[config.mk]
export PLATFORM = sky130hd
export DESIGN_NAME = fetch_stage
export DESIGN_NICKNAME = d
export VERILOG_FILES = /design/src/rtl/fetch_stage.sv
export SDC_FILE = /design/constraint.sdc
export NUM_CORES = 1
export LEC_CHECK = 0
export CELL_PAD_IN_SITES_DETAIL_PLACEMENT = 1
export CELL_PAD_IN_SITES_GLOBAL_PLACEMENT = 1
export CORE_MARGIN = 2
export CORE_UTILIZATION = 32
export CTS_CLUSTER_DIAMETER = 60
export CTS_CLUSTER_SIZE = 10
export DETAILED_ROUTE_END_ITERATION = 8
export PLACE_DENSITY = 0.77
export SKIP_CTS_REPAIR_TIMING = 1
export SYNTH_ARGS = -nofsm -noshare
export SYNTH_HDL_FRONTEND = slang
export SYNTH_SLANG_ARGS = --single-unit
[constraint.sdc]
create_clock -name clock -period 2.6 [get_ports clock]
set_input_delay 0.78 -clock clock [delete_from_list [all_inputs] [get_ports clock]]
set_output_delay 0.78 -clock clock [all_outputs]
set_load 0.02 [all_outputs]
[src/rtl/fetch_stage.sv]
// rtl/fetch_stage.sv - MIPS instruction-fetch stage: PC, imem address, IF/ID register
//
// Owns the program counter, presents it to a combinational instruction memory
// and loads the IF/ID pipeline register that feeds decode. Handles load-use
// stall, branch redirect with IF/ID flush, and halt detection on HALT_WORD.
//
// Optional feature macro: FETCH_STATS_EN (fetch/stall statistics counters).
//
// Ports:
//   clock              in   1        all registers update on posedge
//   reset              in   1        asynchronous, active-low
//   imem_address       out  32       byte address to instruction memory (== pc)
//   imem_instruction   in   32       instruction read at imem_address
//   stall              in   1        hold pc and IF/ID
//   branch_taken       in   1        redirect fetch, flush IF/ID
//   branch_target      in   32       redirect address, bits [1:0] ignored
//   if_id_instruction  out  32       IF/ID instruction, 0 when bubble
//   if_id_pc_four      out  32       IF/ID pc+4, 0 when bubble
//   if_id_valid        out  1        IF/ID holds a real instruction
//   halted             out  1        fetch is stopped on HALT_WORD
//   fetch_count        out  COUNT_W  valid loads into IF/ID (stats build only)
//   stall_count        out  COUNT_W  RUN cycles stalled without branch (stats build only)

module fetch_stage #(
   parameter logic [31:0] RESET_PC  = 32'h0000_0000,
   parameter logic [31:0] HALT_WORD = 32'hFFFF_FFFF,
   parameter int          COUNT_W   = 32
) (
   input  logic               clock,
   input  logic               reset,
   output logic [31:0]        imem_address,
   input  logic [31:0]        imem_instruction,
   input  logic               stall,
   input  logic               branch_taken,
   input  logic [31:0]        branch_target,
   output logic [31:0]        if_id_instruction,
   output logic [31:0]        if_id_pc_four,
   output logic               if_id_valid,
   output logic               halted,
   output logic [COUNT_W-1:0] fetch_count,
   output logic [COUNT_W-1:0] stall_count
);

   typedef enum logic [1:0] {
      BOOT   = 2'd0,
      RUN    = 2'd1,
      HALTED = 2'd2
   } state_t;

   localparam logic [31:0] RESET_PC_ALIGNED = {RESET_PC[31:2], 2'b00};

   state_t      state, state_d;
   logic [31:0] pc, pc_d;
   logic [31:0] instr_d;
   logic [31:0] pc_four_d;
   logic        valid_d;
   logic [31:0] target_aligned;
   logic        unused_target_bits;

   assign target_aligned     = {branch_target[31:2], 2'b00};
   assign unused_target_bits = ^branch_target[1:0];
   assign imem_address       = pc;
   // Decode of the registered state only; no input reaches this output.
   assign halted             = (state == HALTED);

   always_ff @(posedge clock or negedge reset) begin
      if (!reset) begin
         state             <= BOOT;
         pc                <= RESET_PC_ALIGNED;
         if_id_instruction <= 32'h0;
         if_id_pc_four     <= 32'h0;
         if_id_valid       <= 1'b0;
      end else begin
         state             <= state_d;
         pc                <= pc_d;
         if_id_instruction <= instr_d;
         if_id_pc_four     <= pc_four_d;
         if_id_valid       <= valid_d;
      end
   end

   always_comb begin
      // Default: hold everything (the stall behaviour).
      state_d   = state;
      pc_d      = pc;
      instr_d   = if_id_instruction;
      pc_four_d = if_id_pc_four;
      valid_d   = if_id_valid;
      case (state)
         BOOT: begin
            // One settling cycle with the memory addressed at RESET_PC.
            state_d   = RUN;
            instr_d   = 32'h0;
            pc_four_d = 32'h0;
            valid_d   = 1'b0;
         end
         RUN: begin
            if (branch_taken) begin
               pc_d      = target_aligned;
               instr_d   = 32'h0;
               pc_four_d = 32'h0;
               valid_d   = 1'b0;
            end else if (!stall) begin
               if (imem_instruction == HALT_WORD) begin
                  state_d   = HALTED;
                  instr_d   = 32'h0;
                  pc_four_d = 32'h0;
                  valid_d   = 1'b0;
               end else begin
                  instr_d   = imem_instruction;
                  pc_four_d = pc + 32'd4;
                  valid_d   = 1'b1;
                  pc_d      = pc + 32'd4;
               end
            end
         end
         HALTED: begin
            // A branch resolved behind the halt word was older, so it wins.
            instr_d   = 32'h0;
            pc_four_d = 32'h0;
            valid_d   = 1'b0;
            if (branch_taken) begin
               pc_d    = target_aligned;
               state_d = RUN;
            end
         end
         default: begin
            state_d   = BOOT;
            instr_d   = 32'h0;
            pc_four_d = 32'h0;
            valid_d   = 1'b0;
         end
      endcase
   end

`ifdef FETCH_STATS_EN
   logic               fetch_inc;
   logic               stall_inc;
   logic [COUNT_W-1:0] fetch_q;
   logic [COUNT_W-1:0] stall_q;

   assign fetch_inc = (state == RUN) && !branch_taken && !stall &&
                      (imem_instruction != HALT_WORD);
   assign stall_inc = (state == RUN) && !branch_taken && stall;

   always_ff @(posedge clock or negedge reset) begin
      if (!reset) begin
         fetch_q <= '0;
         stall_q <= '0;
      end else begin
         if (fetch_inc && (fetch_q != '1)) fetch_q <= fetch_q + 1'b1;
         if (stall_inc && (stall_q != '1)) stall_q <= stall_q + 1'b1;
      end
   end

   assign fetch_count = fetch_q;
   assign stall_count = stall_q;
`else
   assign fetch_count = '0;
   assign stall_count = '0;
`endif

endmodule
==> results_dict.tcl, run 1 <==
set metrics [dict create \
    status "finished clean" \
    critPathLaunchType "input pin" \
    synth_top_family_by_area "compound AO/OA/AOI/OAI gates" \
    drc 0 \
    max_stage_delay_ns 0.50 \
    rows 47 \
    crit_family "buffers and inverters" \
    p_int_uw 3100 \
    postRouteAntennaNets 0 \
    synthAdderAreaFrac_pct 0.228 \
    switchingPower_uw 1450 \
    syn-cell-area_mm2 0.00549 \
    routabilityCongestion 0.846 \
    cts_made_buffers 9 \
    grt_pass1_vias 5039 \
    globalRouteTotalUtil_pct 19.7 \
    r2r_start "imem_address[2]$_DFFE_PN0P_" \
    place_area_mm2 0.00742 \
    final_cell_area_mm2 0.00777 \
    die_w_um 135 \
    hold_viol 0 \
    via_count 4817 \
    synth.top_cells.by_area "dfrtp_1 (44%), buf_4 (9.3%), a22o_1 (6.2%)" \
    n_fill_cell 1873 \
    h-tree-depth 3 \
    synth-xor-area-share_pct 4.47 \
    diodes 0 \
    muxShareOfSynthArea_pct 0.205 \
    combPwrFrac_pct 27.3 \
    yosys_register_bits 96 \
    layout.cells.non_filler 949 \
    setup_viol 0 \
    path_cells "clkdlybuf4s50_1, nand4_1, nor4_4, buf_6, a211oi_4, or2_4, buf_4, a22oi_1" \
    cts_root_buffer "clkbuf_16" \
    min_period_ns 2.51 \
    pwr-share-seq_pct 39.9 \
    fin_crit_sh_pct 96.5 \
    crit_slowest_cell "clkdlybuf4s50_1" \
    max-clock-path-buffers 2 \
    worst_pin_slew_ns 0.713 \
    wire_per_inst_um 19.0 \
    drtPass1Iterations 4 \
    core_mm2 0.0167 \
    start_util_pct 32.9 \
    drive_above_1_share_pct 12.9 \
    slew_headroom_pct 52.5 \
    worst-path-buf-inv 3 \
    area_growth_pct 41.5 \
    first_iter_violations 208 \
    syn_avg_cell_area_um2 10.0 \
    cts_tree "yes" \
    setup_ws_ns 0.0908 \
    r2r_cells 6 \
    synth-compound-area-share_pct 22.3 \
    min_path_type "in -> async" \
    yosysSeqAreaShare_pct 43.8 \
    cts_sinks 96 \
    yosysUniqueCellTypes 55 \
    chipHeight_um 135 \
    ios 230 \
    drt-total-wl_um 18000 \
    dpl.cell_count 933 \
    drv_cap 0 \
    grt_overflow 0 \
    synth_flop_cell "dfrtp_1" \
    die_area_mm2 0.0182 \
    grt_max_degree 65 \
    critPathMaxFanout 8 \
    rsz0062_at_grt "no" \
    peakVddDrop_mv 0.308 \
    rr_endpoint "imem_address[20]$_DFFE_PN0P_" \
    total_power_uw 4550 \
    maxSlewViolCount 0 \
    netlist_instances 548 \
    grt_pass1_wl_um 28000 \
    vias_per_cell 5.08 \
    p_per_area_mw_per_mm2 586 \
    cts.clk_slew.worst_paths_ns 0.07 \
    required_ns 2.86 \
    synth_top_area_share_pct 43.8 \
    whs_ns 0.348 \
    yosys.area_share.simple_pct 15.6 \
    power_frac_clock_pct 32.8 \
    preCtsSetupSlack_ns -0.375 \
    p_sw_share_pct 31.9 \
    async_flop_share_pct 100 \
    worstPathArrival_ns 2.77 \
    worstSetupPathType "in -> reg" \
    nNetsFinal 793 \
    yosys_warnings 0 \
    skew_ns 0.00765 \
    synth_edf_count 0 \
    rrSetupSlack_ns 0.30 \
    critPathCaptureType "flip-flop" \
    antenna_found_initial 0 \
    detailedPlacementHpwl_um 13200 \
    yosysTopAreaCell "dfrtp_1" \
    insertion_delay_ns 0.35 \
    fmax_mhz 399 \
    numPortBuffers 161 \
    p_leak_uw 0.00331 \
]
## cell usage in the layout (no fill, tap or decap), types with 14 or more instances in the layout
master           instances
nand4_1                 17
xnor2_1                 17
a22o_1                  39
conb_1                  66
dfrtp_1                 96
buf_4                   35
inv_1                   14
nor2_1                  17
nand3_1                 14
o21ai_0                 31
nand2_1                 54
clkdlybuf4s50_1        159
o22ai_1                 19
## synth_stat cells (2+ instances only)
cell       instances
and3_2             2
nand2b_1           4
a2bb2oi_1         13
nand2_1           54
nand4_4            2
buf_4             68
nand3_1           14
inv_1             14
dfrtp_1           96
o31ai_1            3
nor4_1             6
o21ai_0           31
nor4_4             4
nor2_4             2
o22ai_1           19
o2bb2ai_1          2
buf_2             15
xnor2_1           17
nor3_1             8
o22a_1             8
a22o_1            39
a22oi_1            6
nand4_1           17
xor2_1            11
nor2_1            18
a31oi_1            9
and4_1             4
a21oi_1            3
o21ai_1            3
and3_1             3
o2bb2a_4           7
clkbuf_1          21
and2_1             2
a211oi_2           2
## stage by stage
step	util, %	TNS [ns]
finish	46.5	0
floorplan	-	0
global route	46.5	0
CTS	46.4	0
detailed placement	44.4	-14.41
global placement	44.4	-10.42
## power groups by stage
stage / clock network, µW / logic (µW) / registers [µW]
6_report: 1490 / 1240 / 1820
2_1_floorplan: 0 / 577 / 1950
4_1_cts: 1530 / 1250 / 1810
3_3_place_gp: 0 / 1220 / 1830
5_1_grt: 1590 / 1330 / 1840
3_5_place_dp: 0 / 1240 / 1840
## layer usage
metal | vias up | share of wire (%) | GRT usage, %
met1 | 2381 | 44 | 25.3
li1 | 2209 | - | -
met3 | 18 | 7.2 | 4.58
met4 | 0 | 1.6 | 6.66
met2 | 209 | 48 | 32.9
met5 | - | 0 | 0
## flip-flops by register name, indices dropped and copies added, names as in the netlist
register / count
if_id_pc_four: 31
imem_address: 30
if_id_instruction: 32
state: 2
if_id_valid: 1
## cell families (layout without fill, tap and decap cells)
kind of cell	after synthesis	count (layout)
other	1	66
buffers and inverters	120	236
muxes	1	1
and+or+nand+nor	148	148
adders and majority gates	1	1
AOI/OAI and AO/OA	153	153
DFF	96	96
xor gates and xnor gates	28	28
## how the worst max path moves through the flow
| stage | from | end | slack [ns] | cells after the start |
|---|---|---|---|---|
| after global routing | imem_instruction[19] | imem_address[10]$_DFFE_PN0P_ | 0.04 | 8 |
| after global placement | imem_instruction[23] | imem_address[2]$_DFFE_PN0P_ | -0.31 | 8 |
| final | imem_instruction[19] | imem_address[10]$_DFFE_PN0P_ | 0.09 | 8 |
| after detailed placement | imem_instruction[14] | imem_address[10]$_DFFE_PN0P_ | -0.37 | 8 |
| after floorplan | imem_instruction[30] | imem_address[23]$_DFFE_PN0P_ | 0.39 | 6 |
| after CTS | imem_instruction[14] | imem_address[10]$_DFFE_PN0P_ | 0.003 | 8 |
## layout make-up
class                           instances  area, µm²  area share [%]
Multi-Input combinational cell        397       2640            33.9
Clock inverter                          4       76.3           0.983
Timing Repair Buffer                  206       2070            26.6
Sequential cell                        96       2400            30.9
Tap cell                              220        275            3.54
Inverter                               14       52.6           0.677
Clock buffer                           12        256            3.30
Note: power is estimated with default switching activity, not from simulation.
==> run 2: changes to the inputs <==
SKIP_CTS_REPAIR_TIMING = default   (was 1)
==> results of run 2 <==
Final layout, timing and power as in run 1 (identical DEF).
